## src/rtl/song_pkg.sv

```systemverilog
// ---------------------------------------------------------------------------
// song_pkg
// Purpose : Shared definitions for the multi-lane song editor.
//           - EDIT_MODE_DEFAULT : game-mode value in which editing is enabled.
//             The mode controller uses the same constant.
//           - edit_op_e         : the single edit operation chosen each cycle
//                                 by the priority decoder in song_editor_multi.
// Ports   : none (package)
// ---------------------------------------------------------------------------
package song_pkg;

    localparam logic [2:0] EDIT_MODE_DEFAULT = 3'd2;

    typedef enum logic [2:0] {
        OP_NONE = 3'd0,
        OP_CLR  = 3'd1,
        OP_BACK = 3'd2,
        OP_WR0  = 3'd3,
        OP_WR1  = 3'd4
    } edit_op_e;

endpackage : song_pkg

```

## src/rtl/song_editor_multi_lane.sv

```systemverilog
// ---------------------------------------------------------------------------
// song_lane
// Purpose : Storage and cursor logic for one note lane.
//           The cursor starts at the top step (SONG_LEN-1) and moves down
//           on every write. Backspace moves it back up and restores the
//           initial content of the step it returns to.
// Ports   :
//   clk, rst   : clock, asynchronous active-high reset
//   enable     : this lane is the selected lane this cycle
//   op         : decoded edit operation (OP_NONE when not editing)
//   init_bits  : reset/clear content of this lane (constant)
//   bits       : current lane content
//   cursor     : next step to be written
//   full       : set when the last step (0) was written and WRAP=0
// ---------------------------------------------------------------------------
module song_lane
    import song_pkg::*;
#(
    parameter int SONG_LEN = 32,
    parameter bit WRAP     = 1'b0,
    localparam int PW      = $clog2(SONG_LEN)
) (
    input  logic                clk,
    input  logic                rst,
    input  logic                enable,
    input  edit_op_e            op,
    input  logic [SONG_LEN-1:0] init_bits,
    output logic [SONG_LEN-1:0] bits,
    output logic [PW-1:0]       cursor,
    output logic                full
);

    localparam logic [PW-1:0] TOP = PW'(SONG_LEN - 1);

    logic [PW-1:0] cur_inc;
    logic [PW-1:0] cur_dec;

    assign cur_inc = cursor + 1'b1;
    assign cur_dec = cursor - 1'b1;

    always_ff @(posedge clk or posedge rst) begin
        if (rst) begin
            bits   <= init_bits;
            cursor <= TOP;
            full   <= 1'b0;
        end else if (enable) begin
            case (op)
                OP_CLR: begin
                    bits   <= init_bits;
                    cursor <= TOP;
                    full   <= 1'b0;
                end
                OP_BACK: begin
                    // A full lane still has its cursor parked at 0, so undoing
                    // the last write only drops the flag and restores step 0.
                    if (full) begin
                        full    <= 1'b0;
                        bits[0] <= init_bits[0];
                    end else if (cursor != TOP) begin
                        cursor        <= cur_inc;
                        bits[cur_inc] <= init_bits[cur_inc];
                    end
                end
                OP_WR0, OP_WR1: begin
                    if (!full) begin
                        bits[cursor] <= (op == OP_WR1);
                        if (cursor != '0) begin
                            cursor <= cur_dec;
                        end else if (WRAP) begin
                            cursor <= TOP;
                        end else begin
                            full <= 1'b1;
                        end
                    end
                end
                default: ;
            endcase
        end
    end

endmodule : song_lane

```

## src/rtl/song_editor_multi.sv

```systemverilog
// ---------------------------------------------------------------------------
// song_editor_multi
// Purpose : Records a LANES x SONG_LEN binary note pattern from button
//           pulses. Holds the lane selector, the registered edit-mode flag
//           and the per-cycle edit-operation priority decoder; per-lane
//           storage lives in song_lane instances.
// Ports   :
//   clk, rst    : clock, asynchronous active-high reset
//   mode        : game mode; pulses act only when mode == EDIT_MODE
//   toggle_p    : pulse, select next lane (combinable with one edit)
//   note_p      : pulses, bit0 = write 0, bit1 = write 1 (2'b11 ignored)
//   back_p      : pulse, backspace on selected lane
//   clr_p       : pulse, clear selected lane
//   song        : flattened pattern, lane k at [k*SONG_LEN +: SONG_LEN]
//   lane_sel    : currently selected lane
//   position    : cursor of the selected lane
//   lane_full   : per-lane full flags
//   edit_active : registered (mode == EDIT_MODE)
// Pulse inputs are single-cycle strobes with no back-pressure: each one
// is consumed in the cycle it is high, or dropped outside edit mode.
// ---------------------------------------------------------------------------
module song_editor_multi
    import song_pkg::*;
#(
    parameter int                        LANES        = 2,
    parameter int                        SONG_LEN     = 32,
    parameter logic [2:0]                EDIT_MODE    = EDIT_MODE_DEFAULT,
    parameter bit                        WRAP         = 1'b0,
    parameter logic [LANES*SONG_LEN-1:0] INIT_PATTERN = {32'hAAAAAAAA, 32'hCCCCCCCC},
    localparam int                       LW           = (LANES > 2) ? $clog2(LANES) : 1,
    localparam int                       PW           = $clog2(SONG_LEN)
) (
    input  logic                      clk,
    input  logic                      rst,
    input  logic [2:0]                mode,
    input  logic                      toggle_p,
    input  logic [1:0]                note_p,
    input  logic                      back_p,
    input  logic                      clr_p,
    output logic [LANES*SONG_LEN-1:0] song,
    output logic [LW-1:0]             lane_sel,
    output logic [PW-1:0]             position,
    output logic [LANES-1:0]          lane_full,
    output logic                      edit_active
);

    localparam logic [LW-1:0] LAST_LANE = LW'(LANES - 1);

    logic          edit_en;
    edit_op_e      op;
    logic [PW-1:0] cur_arr [LANES];

    // Mode is sampled directly rather than through edit_active so a pulse
    // arriving in the first edit-mode cycle is not lost.
    assign edit_en = (mode == EDIT_MODE);

    // Priority decode: clear > backspace > note write.
    always_comb begin
        op = OP_NONE;
        if (edit_en) begin
            if (clr_p) begin
                op = OP_CLR;
            end else if (back_p) begin
                op = OP_BACK;
            end else if (note_p == 2'b01) begin
                op = OP_WR0;
            end else if (note_p == 2'b10) begin
                op = OP_WR1;
            end
        end
    end

    always_ff @(posedge clk or posedge rst) begin
        if (rst) begin
            lane_sel    <= '0;
            edit_active <= 1'b0;
        end else begin
            edit_active <= edit_en;
            if (edit_en && toggle_p) begin
                lane_sel <= (lane_sel == LAST_LANE) ? '0 : lane_sel + 1'b1;
            end
        end
    end

    for (genvar k = 0; k < LANES; k++) begin : g_lane
        song_lane #(
            .SONG_LEN (SONG_LEN),
            .WRAP     (WRAP)
        ) u_lane (
            .clk       (clk),
            .rst       (rst),
            .enable    (lane_sel == LW'(k)),
            .op        (op),
            .init_bits (INIT_PATTERN[k*SONG_LEN +: SONG_LEN]),
            .bits      (song[k*SONG_LEN +: SONG_LEN]),
            .cursor    (cur_arr[k]),
            .full      (lane_full[k])
        );
    end

    always_comb begin
        position = '0;
        for (int k = 0; k < LANES; k++) begin
            if (lane_sel == LW'(k)) begin
                position = cur_arr[k];
            end
        end
    end

endmodule : song_editor_multi
```

## config.mk

```make
export PLATFORM = sky130hd
export DESIGN_NAME = song_editor_multi
export DESIGN_NICKNAME = d
export VERILOG_FILES = /design/src/rtl/song_pkg.sv /design/src/rtl/song_editor_multi_lane.sv /design/src/rtl/song_editor_multi.sv
export SDC_FILE = /design/constraint.sdc
export NUM_CORES = 1
export LEC_CHECK = 0
export BUFFER_PORTS_ARGS = -buffer_cell sky130_fd_sc_hd__buf_2
export CELL_PAD_IN_SITES_DETAIL_PLACEMENT = 1
export CELL_PAD_IN_SITES_GLOBAL_PLACEMENT = 1
export CORE_MARGIN = 5
export CORE_UTILIZATION = 44
export DETAILED_ROUTE_END_ITERATION = 12
export PLACE_DENSITY = 0.79
export REMOVE_ABC_BUFFERS = 1
export SYNTH_ARGS = -nofsm -noshare
export SYNTH_HDL_FRONTEND = slang
export SYNTH_SLANG_ARGS = --single-unit
```

## constraint.sdc

```tcl
create_clock -name clk -period 3.4 [get_ports clk]
set_input_delay 0.68 -clock clk [delete_from_list [all_inputs] [get_ports clk]]
set_output_delay 0.68 -clock clk [all_outputs]
set_load 0.01 [all_outputs]
```

==> impl_metrics.tcl, run 1 <==
set metrics [dict create \
    async_flop_share_pct 100 \
    fin_nets 936 \
    hold_viol_final 0 \
    criticalPathCategory "reg2reg" \
    worst_pin_slew_ns 1.00 \
    cts_htree_levels 3 \
    ys_top_cells_by_area "dfstp_2, dfrtp_1, o21ai_0" \
    dpl.hpwl_um 19600 \
    synth_ff_type "dfstp_2" \
    drt_pass1_iterations 5 \
    ys_ff_latch 78 \
    arrival_ns 3.29 \
    synth_seq_area_share_pct 29.1 \
    routed_wl_um 28300 \
    cts_tree "yes" \
    min_path_type "in2async" \
    via_per_inst 6.94 \
    cts.sinks 78 \
    cp_max_fo 28 \
    power.switching_mw 2.89 \
    gp_congestion 0.930 \
    slew_headroom_pct 32.8 \
    die_h_um 135 \
    netlist_instances 867 \
    leakage_nw 3.02 \
    finalInstanceArea_um2 7730 \
    gr-total-overflow 0 \
    period_share_pct 88.8 \
    start_kind "flop" \
    cts.hold.buffers_added 0 \
    pwr-share-clk_pct 17.8 \
    r2r_cells 5 \
    placed_area_um2 7420 \
    rsz0062_at_grt "false" \
    grt_pass1_wl_um 44000 \
    ff2ff_setup_slack_ns 0.38 \
    post_cts_buffers 0 \
    area_growth_pct 12.2 \
    io_pins 83 \
    drv_cap 0 \
    via_count 7826 \
    grt_pass1_vias 7939 \
    worst_skew_pair.late_latency_ns 0.35 \
    syn_area_um2 6890 \
    r2r-start "lane_sel" \
    min_period_ns 3.02 \
    antenna_found_initial 0 \
    track_usage_pct 30.3 \
    finalSetupViolations 0 \
    p_sw_share_pct 49.9 \
    skew_ns 0.00577 \
    required_ns 3.67 \
    synth_cell_types 90 \
    post_cts_resized 0 \
    drt-initial-drc-count 780 \
    cts_inserted_buffers 9 \
    core-area_um2 15300 \
    finalMaxSlewViolations 0 \
    row_count 45 \
    root_buffer "clkbuf_16" \
    r2r_end "g_lane[1].u_lane.cursor[3]" \
    power_density_nw_per_um2 750 \
    worst_hold_slack_ns 0.454 \
    n_antenna_cell 0 \
    initial_core_util_pct 45.1 \
    grt_max_degree 40 \
    syn_avg_cell_area_um2 7.94 \
    intPower_mw 2.91 \
    die-area_um2 18300 \
    critical_path.endpoint_type "flop" \
    wire_per_inst_um 25.1 \
    drc 0 \
    synth_top_area_share_pct 16.0 \
    p_comb_share_pct 51.9 \
    clock_path_buffers 2 \
    fin_setup_tns_ns 0 \
    synth_edf_count 0 \
    yosys_warnings 0 \
    clkTransAtPathRegs_ns 0.07 \
    yosys.area.top_type "dfstp_2" \
    status "complete, no violations" \
    ir_worst_vdd_v 0.000406 \
    drive_above_1_share_pct 21.9 \
    final_antenna_net_count 0 \
    portBuffers 82 \
    die-width_um 135 \
    pwr-share-seq_pct 30.3 \
    final_util_pct 50.7 \
    clock.fmax_mhz 331 \
]
placed cells by master (no fill, tap or decap), types with 6 or more instances in the layout:
cell and instances:
mux2_2 6, ha_1 14, buf_4 30, nand3_1 36, nor2b_1 11, nor4_1 8, and3_1 11, a211oi_1 9
o32a_1 8, nor3_1 19, inv_1 13, nor2_1 68, nand2b_1 17, a31oi_1 24, nand2_1 73, o21ai_1 8
buf_2 82, dfstp_2 42, o21ai_0 82, o32ai_1 6, a21oi_1 60, a311oi_1 8, mux2i_1 25, nand4_1 16
o22ai_1 6, a22oi_1 18, o31ai_1 15, o22a_1 12, o211ai_1 21, clkbuf_16 9, dfrtp_1 36
how the worst max path moves through the flow:
stage | to | slack (ns) | start
floorplan | g_lane[1].u_lane.bits[17] | 0.42 | g_lane[1].u_lane.cursor[0]
global placement | g_lane[1].u_lane.cursor[3] | 0.50 | back_p
detailed placement | g_lane[1].u_lane.cursor[3] | 0.35 | mode[0]
CTS | g_lane[1].u_lane.cursor[3] | 0.41 | lane_sel
global route | g_lane[1].u_lane.cursor[3] | 0.14 | lane_sel
finish | g_lane[1].u_lane.cursor[3] | 0.38 | lane_sel
cell usage after synthesis, drive strengths merged, types with 5 or more instances:
cell type / count
o22a: 12
dfrtp: 36
and3: 11
buf: 30
o32ai: 7
o211ai: 21
nand2: 73
a21boi: 5
and2: 7
mux2i: 25
ha: 14
or3: 5
a211oi: 9
nand2b: 17
a22oi: 18
nor2: 70
a21oi: 61
nand4: 16
o31ai: 16
inv: 14
nor3: 21
o21ai: 91
nand3b: 5
nand3: 37
o22ai: 6
mux2: 6
dfstp: 42
a311oi: 8
nor4: 8
a32oi: 5
o2bb2ai: 5
o32a: 8
a221oi: 5
a221o: 5
clkbuf: 48
nor2b: 11
a31oi: 24
registers in the layout, indices dropped and copies added, names as in the netlist:
name,cells
edit_active,1
g_lane.u_lane.bits,64
lane_sel,1
g_lane.u_lane.cursor,10
g_lane.u_lane.full,2
power by group through the flow:
stage / Clock, mW / Combinational, mW / Sequential, mW
finish: 1.03 / 3.01 / 1.76
global route: 1.08 / 3.19 / 1.79
CTS: 1.04 / 2.93 / 1.73
detailed placement: 0 / 2.89 / 1.74
global placement: 0 / 2.83 / 1.72
floorplan: 0 / 1.60 / 1.78
worst max-delay path, cell delays in order, from the launching register on:
cell      delay [ns]
dfrtp_1         0.70
nor4bb_1        0.70
o221a_2         0.74
o21ai_2         0.28
a21o_1          0.23
a221o_1         0.30
cells by family (layout without fill, tap and decap cells):
family / count (synthesis) / in the layout / share of synthesized area [%]
AND/OR/NAND/NOR: 302 / 302 / 22.8
flip-flops: 78 / 78 / 29.1
adder cells (fa/ha/maj): 14 / 14 / 2.54
XOR/XNOR: 5 / 5 / 0.745
multiplexers: 31 / 31 / 4.61
buffers and inverters: 92 / 142 / 6.05
AO/OA/AOI/OAI: 345 / 345 / 34.2
routing by layer:
metal / vias to the layer above / GRT usage [%] / routed length, um
li1: 3419 / - / -
met1: 3916 / 42.2 / 12200
met2: 423 / 48.1 / 13000
met3: 68 / 3.95 / 2280
met4: 0 / 11.3 / 720
met5: - / 0 / 0
metrics by stage:
stage	power, mW	cells	setup WS, ns
after floorplan	3.37	789	0.423
after global placement	4.55	1112	0.496
after CTS	5.70	1128	0.409
after detailed placement	4.64	1112	0.352
final	5.79	1128	0.380
after global routing	6.06	1128	0.145
layout make-up:
class | instances | area, um2
timing repair buffer | 112 | 636
fill | 1881 | 7530
clock inverter | 3 | 43.8
clock buffer | 13 | 260
sequential | 78 | 2000
multi-input combinational | 697 | 4470
inverter | 14 | 53.8
tap | 211 | 264
Note: power is estimated with default switching activity, not from simulation.
==> run 2: changes to the inputs <==
- CORE_MARGIN: 5 -> default
- clock period: 3.4 -> 3.1 ns (I/O delays scaled with it)
==> run 2 against run 1 <==
- sequential power rose by 2%
- first-iteration DRC count rose by 5.4%
- count of clock-buffer cells in the layout did not move
- die area fell by 11%
- global-route usage rose by 5.7 points
- clock power barely moved
- sequential cell count did not move
- power rose by 10%
- maximum frequency rose by 5.9%
- final cell count rose by 1.2%
- largest cell class unchanged
- highest routed layer unchanged
==> impl_metrics.tcl, run 2 (synthesis results as in run 1) <==
set metrics [dict create \
    status "complete, no violations" \
    clock_path_buffers 2 \
    grt_pass1_vias 8004 \
    use_met1_pct 49.7 \
    io_pins 83 \
    grt_max_degree 52 \
    ir_worst_vdd_v 0.000321 \
    critical_path.endpoint_type "flop" \
    dpl.hpwl_um 19900 \
    worst_skew_pair.late_latency_ns 0.35 \
    finalSetupViolations 0 \
    skew_ns 0.00889 \
    largest_register_ffs 64 \
    finalMaxSlewViolations 0 \
    drive_above_1_share_pct 22.9 \
    finalInstanceArea_um2 7830 \
    track_usage_pct 36.0 \
    hold_viol_final 0 \
    die-area_um2 16200 \
    drc 0 \
    clkTransAtPathRegs_ns 0.07 \
    leakage_nw 3.08 \
    clock.fmax_mhz 351 \
    use_met2_pct 54.2 \
    post_cts_resized 0 \
    initial_core_util_pct 45.1 \
    criticalPathCategory "reg2reg" \
    row_count 45 \
    start_kind "flop" \
    routed_wl_um 28500 \
    worst_hold_slack_ns 0.283 \
    worst_pin_slew_ns 1.10 \
    drt-initial-drc-count 822 \
    regMostFlops "g_lane.u_lane.bits" \
    use_met3_pct 7.62 \
    top_usage_layer "met2" \
    via_count 7922 \
    cts_tree "yes" \
    cts.sinks 78 \
    die-width_um 127 \
    cts_htree_levels 3 \
    min_period_ns 2.85 \
    core-area_um2 15300 \
    required_ns 3.39 \
    min_path_type "in2async" \
    cp_max_fo 12 \
    wire_per_inst_um 25.0 \
    cts.hold.buffers_added 0 \
    period_share_pct 92.0 \
    via_per_inst 6.94 \
    placed_area_um2 7550 \
    slew_headroom_pct 26.4 \
    fill_cells 1878 \
    cts_inserted_buffers 9 \
    root_buffer "clkbuf_16" \
    gr-total-overflow 0 \
    fin_setup_tns_ns 0 \
    power_mw 6.40 \
    power_density_nw_per_um2 817 \
    fin_nets 948 \
    final_antenna_net_count 0 \
    area_growth_pct 13.7 \
    post_cts_buffers 0 \
    grt_pass1_wl_um 45200 \
    drv_cap 0 \
    rsz0062_at_grt "false" \
    drt_pass1_iterations 5 \
    antenna_found_initial 1 \
    arrival_ns 3.14 \
    reg.largest.list "g_lane.u_lane.bits: 64 flops, g_lane.u_lane.cursor: 10 flops, g_lane.u_lane.full: 2 flops" \
    portBuffers 82 \
    gp_congestion 0.967 \
    final_util_pct 51.3 \
    die_h_um 127 \
    layout_common_cells "o21ai_0, buf_2, nand2_1" \
]
run 2: changes by cell type in the layout (fill, tap and decap cells not counted):
cell       before  now
buf_4          30   39
buf_12          0    3
bufinv_16       1    0
clkinv_2        2    3
clkinv_4        1    0
diode_2         0    1
inv_6           0    1
run 2: critical path: stages, from the launching register on:
cell and delay [ns]:
dfstp_2 0.43, ha_1 0.21, and3_1 0.19, ha_1 0.23, a21oi_1 0.28, o221ai_2 0.31, nor4_1 0.80, a22oi_1 0.20
nand3_1 0.13
run 2: final timing paths:
check	startpoint	to	slack, ns	cells after the start
max in group asynchronous	rst	g_lane[0].u_lane.bits[10]	2.07	3
worst min register to register	g_lane[0].u_lane.bits[29]	g_lane[0].u_lane.bits[29]	0.49	1
worst max register to register	g_lane[1].u_lane.cursor[1]	g_lane[1].u_lane.bits[12]	0.25	8
worst max-delay path	g_lane[1].u_lane.cursor[1]	g_lane[1].u_lane.bits[12]	0.25	8
min in group clk	g_lane[0].u_lane.bits[29]	g_lane[0].u_lane.bits[29]	0.49	1
worst min-delay path	rst	g_lane[0].u_lane.full	0.28	2
run 2: layout make-up:
cell class	instances	area [um2]	area share [%]
repair buffers	124	763	9.74
diodes	1	2.50	0.0319
clock buffers	13	260	3.32
clock inverters	3	18.8	0.240
multi-input cells	697	4470	57.0
flip-flops and latches	78	2000	25.6
well taps	211	264	3.37
inverters	14	53.8	0.687
run 2: through the flow:
stage	instances	worst slack, ns
after floorplan	789	0.123
after global placement	1124	0.212
after detailed placement	1124	0.186
after CTS	1140	0.317
after global routing	1140	0.120
final	1141	0.249
run 2: routing by layer:
layer / vias up / wire length [um] / part of all wire [%]
met3: 64 / 2560 / 9.0
li1: 3440 / - / -
met2: 423 / 12900 / 45
met5: - / 0 / 0
met4: 0 / 756 / 2.6
met1: 3995 / 12300 / 43
run 2: where the power goes:
group,internal [mW],switching [mW]
clock network,0.589,0.470
logic,1.13,2.42
registers,1.46,0.336
total,3.18,3.22
